$ cat config.mk
export PLATFORM = sky130hd
export DESIGN_NAME = bitlet_result_collector_flat
export DESIGN_NICKNAME = d
export VERILOG_FILES = /design/src/rtl/bitlet_result_collector_if.sv /design/src/rtl/bitlet_result_collector.sv /design/src/flat_wrapper.sv
export SDC_FILE = /design/constraint.sdc
export NUM_CORES = 1
export LEC_CHECK = 0
export CAP_MARGIN = 20
export CORE_MARGIN = 4
export CORE_UTILIZATION = 30
export CTS_BUF_LIST = sky130_fd_sc_hd__clkbuf_4
export CTS_CLUSTER_DIAMETER = 30
export DETAILED_ROUTE_END_ITERATION = 8
export DONT_BUFFER_PORTS = 1
export SETUP_SLACK_MARGIN = 0.3
export SLEW_MARGIN = 30
export SYNTH_ARGS = -nofsm -noshare
export SYNTH_HDL_FRONTEND = slang
export SYNTH_SLANG_ARGS = --single-unit
$ cat constraint.sdc
create_clock -name clk -period 3 [get_ports clk]
set_input_delay 0.45 -clock clk [delete_from_list [all_inputs] [get_ports clk]]
set_output_delay 0.45 -clock clk [all_outputs]
set_load 0.05 [all_outputs]
$ cat src/rtl/bitlet_result_collector_if.sv
// -----------------------------------------------------------------------------
// bitlet_result_collector_if
//
// Bundles the result-input side and the packed-word output side of the
// Bitlet result collector.
//
// Handshake semantics (one rule for the whole interface):
//   * res_vld is a single-cycle strobe with no back-pressure. The producer
//     cannot be stalled, so every strobe is either captured or counted as lost
//     through the sticky overflow flag.
//   * out_vld/out_rdy is a strict valid/ready pair. A word transfers on a rising
//     edge where both are high. While out_vld && !out_rdy, out_data and out_mask
//     stay stable. out_vld never depends combinationally on out_rdy.
//
// Signals:
//   clr      producer -> collector  synchronous clear (highest priority)
//   flush    producer -> collector  emit partial word, zero padded
//   res_vld  producer -> collector  result strobe
//   res      producer -> collector  result value, WID bits
//   out_vld  collector -> consumer  packed word available
//   out_rdy  consumer -> collector  consumer accepts the word
//   out_data collector -> consumer  packed word, lane 0 = oldest result
//   out_mask collector -> consumer  valid-lane mask
//   level    collector -> consumer  FIFO occupancy
//   overflow collector -> consumer  sticky: a packed word was dropped
//
// Modports:
//   master : the environment (drives inputs, observes outputs)
//   slave  : the collector itself
// -----------------------------------------------------------------------------
interface bitlet_result_collector_if #(
    parameter int WID   = 32,
    parameter int PACK  = 2,
    parameter int DEPTH = 4
);
    localparam int LVL_W = $clog2(DEPTH) + 1;

    logic                 clr;
    logic                 flush;
    logic                 res_vld;
    logic [WID-1:0]       res;
    logic                 out_vld;
    logic                 out_rdy;
    logic [PACK*WID-1:0]  out_data;
    logic [PACK-1:0]      out_mask;
    logic [LVL_W-1:0]     level;
    logic                 overflow;

    modport master (
        output clr, flush, res_vld, res, out_rdy,
        input  out_vld, out_data, out_mask, level, overflow
    );

    modport slave (
        input  clr, flush, res_vld, res, out_rdy,
        output out_vld, out_data, out_mask, level, overflow
    );
endinterface

$ cat src/rtl/bitlet_result_collector.sv
// -----------------------------------------------------------------------------
// bitlet_result_collector
//
// Downstream stage of the Bitlet post-processor. It captures single-cycle
// results, packs PACK consecutive results into one wide word, and buffers the
// packed words in a DEPTH-entry show-ahead FIFO. The FIFO drains over a
// valid/ready handshake. The producer cannot be stalled, so a word that finds
// the FIFO full is dropped and the sticky overflow flag is raised.
//
// Parameters:
//   WID    width of one result
//   PACK   results per packed word (>= 1)
//   DEPTH  FIFO depth in packed words (power of two, >= 2)
//
// Ports:
//   clk    rising-edge clock
//   rst_n  asynchronous active-low reset
//   bus    bitlet_result_collector_if.slave. It carries clr, flush, res_vld,
//          res and out_rdy in, and out_vld, out_data, out_mask, level and
//          overflow out.
// -----------------------------------------------------------------------------
module bitlet_result_collector #(
    parameter int WID   = 32,
    parameter int PACK  = 2,
    parameter int DEPTH = 4
) (
    input  logic                       clk,
    input  logic                       rst_n,
    bitlet_result_collector_if.slave   bus
);
    localparam int CNT_W = (PACK > 1) ? $clog2(PACK) : 1;
    localparam int PTR_W = $clog2(DEPTH);
    localparam int LVL_W = PTR_W + 1;

    localparam logic [CNT_W-1:0] CNT_LAST = CNT_W'(PACK - 1);
    localparam logic [LVL_W-1:0] LVL_FULL = LVL_W'(DEPTH);

    // ------------------------------------------------------------------
    // Packing register state
    // ------------------------------------------------------------------
    logic [CNT_W-1:0]     cnt_q;
    logic [PACK*WID-1:0]  lane_q;

    // ------------------------------------------------------------------
    // FIFO state. The storage has no reset. Every output read of it is
    // gated by a non-zero level, so stale contents are never visible.
    // ------------------------------------------------------------------
    logic [PACK*WID-1:0]  mem_data [DEPTH];
    logic [PACK-1:0]      mem_mask [DEPTH];
    logic [PTR_W-1:0]     wr_ptr;
    logic [PTR_W-1:0]     rd_ptr;
    logic [LVL_W-1:0]     level_q;
    logic                 ovf_q;

    // ------------------------------------------------------------------
    // Combinational next-state of the packing register
    // ------------------------------------------------------------------
    logic [PACK*WID-1:0]  lane_d;     // lanes including a same-cycle result
    logic [CNT_W-1:0]     cnt_after;  // lane count after a same-cycle result
    logic                 complete;   // this result fills the last lane
    logic                 push;       // a packed word leaves the packer
    logic [PACK*WID-1:0]  push_data;
    logic [PACK-1:0]      push_mask;
    logic                 pop;
    logic                 push_ok;
    logic                 drop;
    logic                 empty;

    always_comb begin
        lane_d    = lane_q;
        cnt_after = cnt_q;
        complete  = 1'b0;
        if (bus.res_vld) begin
            lane_d[int'(cnt_q)*WID +: WID] = bus.res;
            if (cnt_q == CNT_LAST) begin
                complete  = 1'b1;
                cnt_after = '0;
            end else begin
                cnt_after = cnt_q + CNT_W'(1);
            end
        end
    end

    // A completing result already pushes and leaves cnt_after at zero.
    // A coincident flush therefore adds no second word. A flush with no
    // pending lanes has no effect.
    assign push = complete || (bus.flush && (cnt_after != '0));

    // Lanes at or above the fill count still hold results from earlier
    // words. They are masked to zero here so partial words are zero-padded.
    always_comb begin
        push_mask = '0;
        push_data = '0;
        for (int i = 0; i < PACK; i++) begin
            push_mask[i] = complete || (i < int'(cnt_after));
            if (push_mask[i]) begin
                push_data[i*WID +: WID] = lane_d[i*WID +: WID];
            end
        end
    end

    // ------------------------------------------------------------------
    // FIFO control. A full FIFO still accepts a push when the head word
    // leaves on the same edge.
    // ------------------------------------------------------------------
    assign empty   = (level_q == '0);
    assign pop     = !empty && bus.out_rdy;
    assign push_ok = push && ((level_q != LVL_FULL) || pop);
    assign drop    = push && !push_ok;

    always_ff @(posedge clk or negedge rst_n) begin
        if (!rst_n) begin
            cnt_q   <= '0;
            lane_q  <= '0;
            wr_ptr  <= '0;
            rd_ptr  <= '0;
            level_q <= '0;
            ovf_q   <= 1'b0;
        end else if (bus.clr) begin
            // clr outranks everything in this cycle: results, flush and pops.
            cnt_q   <= '0;
            lane_q  <= '0;
            wr_ptr  <= '0;
            rd_ptr  <= '0;
            level_q <= '0;
            ovf_q   <= 1'b0;
        end else begin
            lane_q <= lane_d;
            // Any push resets the lane count, including a dropped one.
            cnt_q  <= push ? '0 : cnt_after;
            if (push_ok) begin
                wr_ptr <= wr_ptr + PTR_W'(1);
            end
            if (pop) begin
                rd_ptr <= rd_ptr + PTR_W'(1);
            end
            level_q <= level_q + LVL_W'(push_ok) - LVL_W'(pop);
            if (drop) begin
                ovf_q <= 1'b1;
            end
        end
    end

    always_ff @(posedge clk) begin
        if (!bus.clr && push_ok) begin
            mem_data[wr_ptr] <= push_data;
            mem_mask[wr_ptr] <= push_mask;
        end
    end

    // ------------------------------------------------------------------
    // Outputs. These are driven only from registers, so there is no
    // combinational path from out_rdy. The head entry is shown ahead, and
    // the outputs read zero while empty, including during reset.
    // ------------------------------------------------------------------
    assign bus.out_vld  = !empty;
    assign bus.out_data = empty ? '0 : mem_data[rd_ptr];
    assign bus.out_mask = empty ? '0 : mem_mask[rd_ptr];
    assign bus.level    = level_q;
    assign bus.overflow = ovf_q;

endmodule

$ cat src/flat_wrapper.sv
// flat-port wrapper written by rule: the top's interface ports become plain ports
module bitlet_result_collector_flat 
#(
    parameter int WID   = 32,
    parameter int PACK  = 2,
    parameter int DEPTH = 4
)
  (clk, rst_n, bus_clr, bus_flush, bus_res_vld, bus_res, bus_out_rdy, bus_out_vld, bus_out_data, bus_out_mask, bus_level, bus_overflow);
  bitlet_result_collector_if #(.WID(WID), .PACK(PACK), .DEPTH(DEPTH)) bus_i ();
  input  logic clk;
  input  logic rst_n;
  input wire logic [$bits(bus_i.clr)-1:0] bus_clr;
  input wire logic [$bits(bus_i.flush)-1:0] bus_flush;
  input wire logic [$bits(bus_i.res_vld)-1:0] bus_res_vld;
  input wire logic [$bits(bus_i.res)-1:0] bus_res;
  input wire logic [$bits(bus_i.out_rdy)-1:0] bus_out_rdy;
  output wire logic [$bits(bus_i.out_vld)-1:0] bus_out_vld;
  output wire logic [$bits(bus_i.out_data)-1:0] bus_out_data;
  output wire logic [$bits(bus_i.out_mask)-1:0] bus_out_mask;
  output wire logic [$bits(bus_i.level)-1:0] bus_level;
  output wire logic [$bits(bus_i.overflow)-1:0] bus_overflow;
  assign bus_i.clr = bus_clr;
  assign bus_i.flush = bus_flush;
  assign bus_i.res_vld = bus_res_vld;
  assign bus_i.res = bus_res;
  assign bus_i.out_rdy = bus_out_rdy;
  assign bus_out_vld = bus_i.out_vld;
  assign bus_out_data = bus_i.out_data;
  assign bus_out_mask = bus_i.out_mask;
  assign bus_level = bus_i.level;
  assign bus_overflow = bus_i.overflow;
  bitlet_result_collector #(.WID(WID), .PACK(PACK), .DEPTH(DEPTH)) u_core (.clk(clk), .rst_n(rst_n), .bus(bus_i));
endmodule
==> qor.txt, run 1 <==
WORST SETUP PATH
------------------------------------------------------------------------------------------------------
Reg-to-Reg End .......................................................................... u_core.bus.level[2]
Reg-to-reg slack, setup .................................................................      0.53 ns
Worst EP required .......................................................................      2.55 ns
Reg2reg path depth ......................................................................           10
Kind of end point of the critical path .................................................. primary output
Arrival time worst endpoint .............................................................      2.46 ns
Kind of start point of the critical path ................................................    flip-flop
Worst-path fanout max ...................................................................            7
Source of the worst register-to-register timing path .................................... u_core.bus.level[2]
Kind of critical path ...................................................................      reg2out

SYNTHESIS
------------------------------------------------------------------------------------------------------
FFs w/ async S/R, synth .................................................................        0.217
Leading register cell type out of synthesis ............................................. sky130_fd_sc_hd__edfxtp_1
Number of synthesis warnings ............................................................            0
Post-Synthesis Cell Area ................................................................ 0.0134 sq mm
Sequential fraction of the synthesis area ...............................................        0.725
XOR/XNOR share of the synthesized area ..................................................      0.00130
Combinational family with the most area after synthesis ................................. multiplexers
Count leader, synth ..................................................................... sky130_fd_sc_hd__edfxtp_1
Mux cell area share after synthesis .....................................................        0.160
Post-Synthesis Cells ....................................................................          757
Dominant cell type by area after synthesis .............................................. sky130_fd_sc_hd__edfxtp_1
Fraction of synthesized cell area taken by the top area cell type .......................        0.590
Nets in the synthesized netlist .........................................................          804
Area fraction in and, or, nand and nor cells after synthesis ............................       0.0828
Number of unique standard cell types used by synthesis ..................................           29
Count of flip-flops with a built-in enable after synthesis ..............................          264
Post-synthesis adder-cell area fraction .................................................      0.00893
Leading post-synthesis cells by instance count .......................................... sky130_fd_sc_hd__edfxtp_1, sky130_fd_sc_hd__nor2_1, sky130_fd_sc_hd__dfrtp_1
Avg Cell Area, Syn ......................................................................   17.8 sq um
Number of register bits inferred by synthesis ...........................................          337
Share of the synthesized area in compound gates (AO/OA/AOI/OAI) .........................      0.00233
Leading cell types by total area after synthesis ........................................ sky130_fd_sc_hd__edfxtp_1, sky130_fd_sc_hd__dfrtp_1, sky130_fd_sc_hd__mux4_2, sky130_fd_sc_hd__mux2i_1, sky130_fd_sc_hd__and2_1

FINAL LAYOUT
------------------------------------------------------------------------------------------------------
Ratio of cells with drive above 1 in the final layout ...................................        0.373
Area added between synthesis and finish .................................................        26.2%
Fillers .................................................................................         4152
Final instance area ..................................................................... 0.0170 sq mm
Post-layout instance count excluding filler cells .......................................         1584
Final layout net count ..................................................................          963
Core Util, Final ........................................................................        0.384

STA
------------------------------------------------------------------------------------------------------
Headroom to the max-slew limit ..........................................................        0.529
Time the final worst path needs with I/O delays and setup ...............................      2.91 ns
Fin. Hold Viols .........................................................................            0
Worst setup skew after layout ...........................................................    0.0428 ns
Number of setup violations in the final report ..........................................            0
Timing-limited maximum frequency ........................................................      343 MHz
Setup TNS ...............................................................................         0 ns
Final cycle utilization of the critical path ............................................        0.970
Unrepaired setup endpoints after global routing .........................................          yes
Final max-slew violation count ..........................................................            0
Pin slew with the least headroom to its limit ...........................................     0.707 ns

GLOBAL ROUTING
------------------------------------------------------------------------------------------------------
Total congestion overflow after global routing ..........................................            0
Vias in the first global route ..........................................................         7807
Antenna violations before repair ........................................................            3
Maximum number of pins on one net before global-route repair ............................           77
Overall fraction of global-route tracks in use ..........................................        0.135
First-pass GRT wire length ..............................................................     48300 um

POWER
------------------------------------------------------------------------------------------------------
Leakage power figure ....................................................................      6.55 nW
Peak VDD IR .............................................................................     0.829 mV
Final total power .......................................................................     0.0149 W
Cell area power density .................................................................  880 mW/mm^2

MIN PATH
------------------------------------------------------------------------------------------------------
Min-Delay Path Class ....................................................................       in2reg
Number of cells traversed by the worst hold path ........................................            2
Hold EP ................................................................................. u_core.lane_q[29]
Beginning of the worst hold path ........................................................      bus_clr

DETAILED ROUTING
------------------------------------------------------------------------------------------------------
Number of remaining DRC errors ..........................................................            0
Violation count after the first detailed-routing iteration ..............................          428
Iteration count of the initial detailed-routing pass ....................................            4
Total detailed-routing wirelength .......................................................     32100 um
Post-DR wirelength/cell .................................................................      20.3 um
Number of nets with antenna violations after detailed routing ...........................            0
Total vias in the final route ...........................................................         7181
Number of vias per cell .................................................................         4.53

PLACE
------------------------------------------------------------------------------------------------------
Global placement routability congestion .................................................        0.681
Estimated wirelength of the detail-placed design ........................................     17200 um
IO buf count ............................................................................            0
Placed standard-cell area ............................................................... 0.0145 sq mm
Placed Cells incl. Taps .................................................................         1358

CLOCK TREE
------------------------------------------------------------------------------------------------------
Skew-Pair Late Insertion Delay ..........................................................      0.74 ns
Clock tree from TritonCTS ...............................................................        built
Root cell of the clock tree ............................................................. sky130_fd_sc_hd__clkbuf_4
Deepest clock path buffer count .........................................................            3
Clock transition at the register clock pins on the worst setup and hold paths after CTS .      0.07 ns
TritonCTS buffer count ..................................................................           90
CTS H-tree depth ........................................................................            3
Number of sinks handled by clock tree synthesis .........................................          337

FLOORPLAN
------------------------------------------------------------------------------------------------------
Y dimension of the die ..................................................................       220 um
I/O pin count ...........................................................................          109
Width of the die ........................................................................       220 um
Die Outline Area ........................................................................ 0.0483 sq mm
Row count ...............................................................................           77
Initial Util ............................................................................        0.304
Core footprint .......................................................................... 0.0442 sq mm

RUN
------------------------------------------------------------------------------------------------------
Max Cap Viol ............................................................................            0

RUN STATUS
------------------------------------------------------------------------------------------------------
Result of the run .......................................................................    completed

-- routing by layer --
layer	track usage	part of all wire	vias to the layer above
met3	0.0397	0.059	44
met5	0	0	-
met2	0.215	0.48	217
met1	0.181	0.45	3705
met4	0.0412	0.017	0
li1	-	-	3215
-- flip-flops by register name (all words and copies together), names as in the netlist --
name and cells:
u_core.rd_ptr 2, u_core.wr_ptr 2, u_core.mem_data 256, u_core.cnt_q 1, u_core.mem_mask 8, u_core.bus.level 3
u_core.lane_q 64, u_core.bus.overflow 1
-- worst max-delay path by stage --
stage,start,to,slack (ns)
after floorplan,u_core.bus.level[1],u_core.bus.level[2],0.37
after global placement,u_core.bus.level[2],u_core.bus.level[2],0.57
after detailed placement,u_core.bus.level[2],u_core.bus.level[2],0.57
after CTS,u_core.rd_ptr[0],bus_out_data[32],-0.001
after global routing,u_core.rd_ptr[0],bus_out_data[32],-0.05
final,u_core.rd_ptr[0],bus_out_data[34],0.09
-- cell type report --
cell class,count,area (sq um),area share
antenna,3,7.51,0.000442
clock buffer,140,1050,0.0619
clock inverter,25,130,0.00767
inverter,8,30.0,0.00177
multi-input combinational,368,3620,0.213
sequential,337,9760,0.575
tap,592,741,0.0437
timing repair buffer,111,1630,0.0959
-- layout by cell type, fill, tap and decap left out, types with 2 or more instances in the layout --
master,instances
sky130_fd_sc_hd__ha_2,2
sky130_fd_sc_hd__buf_16,13
sky130_fd_sc_hd__diode_2,3
sky130_fd_sc_hd__buf_8,32
sky130_fd_sc_hd__inv_1,8
sky130_fd_sc_hd__buf_12,16
sky130_fd_sc_hd__nand2b_1,3
sky130_fd_sc_hd__nor2_1,104
sky130_fd_sc_hd__clkinv_1,15
sky130_fd_sc_hd__nor3_1,2
sky130_fd_sc_hd__and2_4,70
sky130_fd_sc_hd__ha_1,6
sky130_fd_sc_hd__clkinv_2,8
sky130_fd_sc_hd__a21oi_1,2
sky130_fd_sc_hd__dlygate4sd3_1,36
sky130_fd_sc_hd__mux4_2,66
sky130_fd_sc_hd__dfrtp_1,71
sky130_fd_sc_hd__dfrtp_4,2
sky130_fd_sc_hd__nor2b_1,33
sky130_fd_sc_hd__xor2_1,2
sky130_fd_sc_hd__buf_4,13
sky130_fd_sc_hd__clkbuf_4,140
sky130_fd_sc_hd__edfxtp_1,264
sky130_fd_sc_hd__and2_1,2
sky130_fd_sc_hd__mux2i_1,65
-- cells by family after synthesis --
logic type / after synthesis
flip-flops: 337
multiplexers: 132
adder cells (fa/ha/maj): 9
buffers and inverters: 52
XOR/XNOR: 2
AO/OA/AOI/OAI: 5
AND/OR/NAND/NOR: 220
-- where the power goes --
group          switching, W  internal, W  total [W]
combinational       0.00322      0.00234    0.00555
sequential        0.0000761      0.00527    0.00535
clock               0.00181      0.00221    0.00402
total               0.00511      0.00982     0.0149
-- worst max-delay path, cell delays in order, from the launching register on --
cell and delay, ns:
sky130_fd_sc_hd__dfrtp_4 0.52, sky130_fd_sc_hd__buf_12 0.16, sky130_fd_sc_hd__buf_12 0.14, sky130_fd_sc_hd__buf_12 0.12
sky130_fd_sc_hd__buf_16 0.14, sky130_fd_sc_hd__mux4_2 0.42, sky130_fd_sc_hd__and2_4 0.23
-- what timing repair did --
action | in CTS | in global routing
gates cloned | 9 | 0
setup buffers | 10 | 1
pin swaps | 0 | 0
hold endpoints to repair | 146 | 0
hold buffers | 38 | 0
gates resized for setup | 178 | 0
endpoints found under the setup margin | 66 | 66
-- stage by stage --
stage | hold slack (ns) | setup slack, ns
floorplan | 0.154 | 0.366
global placement | 0.157 | 0.570
detailed placement | 0.157 | 0.571
CTS | 0.0370 | -0.00124
global route | 0.0425 | -0.0463
finish | 0.133 | 0.0887
(Power assumes the default switching activity.)
==> run 2: changes to the inputs <==
==> constraint.sdc (replaced) <==
create_clock -name clk -period 2.76 [get_ports clk]
set_input_delay 0.414 -clock clk [delete_from_list [all_inputs] [get_ports clk]]
set_output_delay 0.414 -clock clk [all_outputs]
set_load 0.05 [all_outputs]
==> run 2 against run 1 <==
Effect of this change: the run now ends with negative setup slack left; setup slack got worse by 0.21 ns; worst hold slack better by 0.0050 ns; combinational power shrank 3%; via count shrank 0.14%; die area is the same; non-clock buffer count fell by 2; sequential power up 9.0%; final area down 0.83%; core utilization down 0.32 points.
==> qor.txt, run 2 (synthesized netlist as in run 1, its figures left out) <==
RUN STATUS
------------------------------------------------------------------------------------------------------
Result of the run ....................................................................... complete, but fails checks
Violations in the final reports ......................................................... negative setup slack

WORST SETUP PATH
------------------------------------------------------------------------------------------------------
Reg-to-reg slack, setup .................................................................      0.46 ns   -0.07 ns
Capture point of the worst path ......................................................... bus_out_data[19]
Kind of start point of the critical path ................................................    flip-flop
Kind of critical path ...................................................................      reg2out
Kind of end point of the critical path .................................................. primary output
Reg2reg path depth ......................................................................           10   unchanged
Reg-to-Reg End .......................................................................... u_core.bus.level[2]
Worst-path fanout max ...................................................................            6   -1
Worst EP required .......................................................................      2.35 ns   -0.20 ns
Source of the worst register-to-register timing path .................................... u_core.bus.level[2]
Arrival time worst endpoint .............................................................      2.46 ns   about the same
Worst Setup SP .......................................................................... u_core.rd_ptr[0]

FINAL LAYOUT
------------------------------------------------------------------------------------------------------
Final layout net count ..................................................................          964   +0.10%
Post-layout instance count excluding filler cells .......................................         1592   +0.51%
Largest Register ........................................................................ u_core.mem_data
Top library cells by usage in the layout, fill and taps aside ........................... sky130_fd_sc_hd__edfxtp_1, sky130_fd_sc_hd__clkbuf_4, sky130_fd_sc_hd__nor2_1, sky130_fd_sc_hd__dfrtp_1, sky130_fd_sc_hd__mux4_2
Fillers .................................................................................         4136   -0.39%
Area added between synthesis and finish .................................................        25.1%
Ratio of cells with drive above 1 in the final layout ...................................        0.356   -0.0170
Flip-flop count of the largest register after layout ....................................          256   unchanged
Commonest non-fill, non-tap cell in the layout .......................................... sky130_fd_sc_hd__edfxtp_1
Biggest regs ............................................................................ u_core.mem_data (256), u_core.lane_q (64), u_core.mem_mask (8)

STA
------------------------------------------------------------------------------------------------------
Fin Hold WS .............................................................................     0.138 ns   +0.00504 ns
Final max-slew violation count ..........................................................            0   unchanged
Least setup slack across all paths after layout .........................................    -0.119 ns   -0.207 ns
Time the final worst path needs with I/O delays and setup ...............................      2.88 ns
Headroom to the max-slew limit ..........................................................        0.528   -0.000648
Timing-limited maximum frequency ........................................................      347 MHz
Pin slew with the least headroom to its limit ...........................................     0.708 ns   +0.000973 ns
Unrepaired setup endpoints after global routing .........................................          yes
Final cycle utilization of the critical path ............................................         1.04
Worst setup skew after layout ...........................................................    0.0663 ns   +0.0235 ns
Fin. Hold Viols .........................................................................            0   unchanged
Number of setup violations in the final report ..........................................           38   +38

PLACE
------------------------------------------------------------------------------------------------------
Placed Cells incl. Taps .................................................................         1353   -0.37%
Pre-CTS setup slack .....................................................................     0.467 ns   -0.104 ns
IO buf count ............................................................................            0   unchanged
Estimated wirelength of the detail-placed design ........................................     17400 um   +1.0%
Global placement routability congestion .................................................        0.716   +5.0%

DETAILED ROUTING
------------------------------------------------------------------------------------------------------
Total vias in the final route ...........................................................         7171   -0.14%
Post-DR wirelength/cell .................................................................      19.4 um   -4.4%
Number of nets with antenna violations after detailed routing ...........................            0   unchanged
Number of remaining DRC errors ..........................................................            0   unchanged
Violation count after the first detailed-routing iteration ..............................          383   -11%
Number of vias per cell .................................................................         4.50   -0.64%
Iteration count of the initial detailed-routing pass ....................................            5   +1
Total detailed-routing wirelength .......................................................     30800 um   -4.0%

GLOBAL ROUTING
------------------------------------------------------------------------------------------------------
Maximum number of pins on one net before global-route repair ............................           77   unchanged
First-pass GRT wire length ..............................................................     47200 um   -2.4%
Total congestion overflow after global routing ..........................................            0   unchanged
Antenna violations before repair ........................................................            3   unchanged
Overall fraction of global-route tracks in use ..........................................        0.131   -0.00408
Vias in the first global route ..........................................................         7821   +0.18%

POWER
------------------------------------------------------------------------------------------------------
Leakage power figure ....................................................................      6.47 nW   -1.2%
Cell area power density .................................................................  944 mW/mm^2   +7.3%
Peak VDD IR .............................................................................     0.470 mV   -43%

FLOORPLAN
------------------------------------------------------------------------------------------------------
I/O pin count ...........................................................................          109   unchanged
Initial Util ............................................................................        0.304   unchanged
Y dimension of the die ..................................................................       220 um   unchanged
Core footprint .......................................................................... 0.0442 sq mm   unchanged
Row count ...............................................................................           77   unchanged
Die Outline Area ........................................................................ 0.0483 sq mm   unchanged
Width of the die ........................................................................       220 um   unchanged

CLOCK TREE
------------------------------------------------------------------------------------------------------
CTS H-tree depth ........................................................................            3   unchanged
TritonCTS buffer count ..................................................................           93   +3.3%
Skew-Pair Late Insertion Delay ..........................................................      0.76 ns   +0.02 ns
Number of sinks handled by clock tree synthesis .........................................          337   unchanged
Clock tree from TritonCTS ...............................................................        built
Root cell of the clock tree ............................................................. sky130_fd_sc_hd__clkbuf_4
Clock transition at the register clock pins on the worst setup and hold paths after CTS .      0.07 ns   about the same
Deepest clock path buffer count .........................................................            3   unchanged

MIN PATH
------------------------------------------------------------------------------------------------------
Min-Delay Path Class ....................................................................       in2reg

RUN
------------------------------------------------------------------------------------------------------
Max Cap Viol ............................................................................            0   unchanged

## run 2: changes by cell type in the layout (fill, tap and decap cells not counted), moves of 3 or more
cell                            change
sky130_fd_sc_hd__and2_1            +17
sky130_fd_sc_hd__and2_2             +6
sky130_fd_sc_hd__and2_4            -23
sky130_fd_sc_hd__buf_12             +3
sky130_fd_sc_hd__buf_16             -5
sky130_fd_sc_hd__buf_6             +24
sky130_fd_sc_hd__buf_8             -30
sky130_fd_sc_hd__clkinv_1           +5
sky130_fd_sc_hd__dfrtp_1            -3
sky130_fd_sc_hd__dfrtp_2            +3
sky130_fd_sc_hd__dlygate4sd3_1      +4
## run 2: area by class of cell
| cell class | instances | area (sq um) | area share |
|---|---|---|---|
| flip-flops and latches | 337 | 9770 | 0.580 |
| multi-input cells | 368 | 3570 | 0.212 |
| repair buffers | 109 | 1430 | 0.0847 |
| clock buffers | 138 | 1040 | 0.0616 |
| well taps | 592 | 741 | 0.0440 |
| clock inverters | 37 | 246 | 0.0147 |
| inverters | 8 | 30.0 | 0.00178 |
| diodes | 3 | 7.51 | 0.000446 |
## run 2: critical path: stages, from the launching register on
cell	delay (ns)
sky130_fd_sc_hd__dfrtp_4	0.52
sky130_fd_sc_hd__buf_12	0.17
sky130_fd_sc_hd__buf_12	0.13
sky130_fd_sc_hd__buf_16	0.14
sky130_fd_sc_hd__mux4_2	0.42
sky130_fd_sc_hd__and2_4	0.17
sky130_fd_sc_hd__buf_6	0.14
## run 2: per-layer routing
metal	vias to the layer above	wire length, um	global-route usage
li1	3243	-	-
met1	3667	13900	0.176
met3	60	1820	0.0374
met5	-	0	0
met2	201	14400	0.201
met4	0	750	0.0546
## run 2: metrics by stage
step	TNS [ns]	cell area (sq um)	utilization	power, W
2_1_floorplan	0	13500	-	0.00944
3_5_place_dp	0	14500	0.329	0.0104
6_report	-1.88	16800	0.380	0.0159
5_1_grt	-10.85	16800	0.380	0.0167
3_3_place_gp	0	14500	0.329	0.0104
4_1_cts	-8.51	16800	0.379	0.0162
## run 2: how the worst min path moves through the flow
stage                          from             endpoint  cells past startpoint
final                     bus_flush     u_core.wr_ptr[1]                      3
after CTS                 bus_flush     u_core.wr_ptr[1]                      3
after global placement        rst_n    u_core.lane_q[62]                      0
after detailed placement      rst_n    u_core.lane_q[56]                      0
after global routing      bus_flush     u_core.wr_ptr[1]                      3
after floorplan               rst_n  u_core.bus.level[0]                      0
## run 2: what timing repair did
item / CTS / global route
setup endpoints to repair: 67 / 66
gates resized for setup: 121 / 5
hold endpoints to repair: 271 / 0
buffers inserted: 12 / 2
hold buffers: 42 / 0
gates cloned: 5 / 0
## run 2: power breakdown
group | switching [W] | total [W] | leakage [nW] | internal (W)
clock network | 0.00208 | 0.00467 | 0.757 | 0.00260
logic | 0.00333 | 0.00539 | 2.20 | 0.00206
registers | 0.0000950 | 0.00583 | 3.52 | 0.00573
total | 0.00550 | 0.0159 | 6.47 | 0.0104
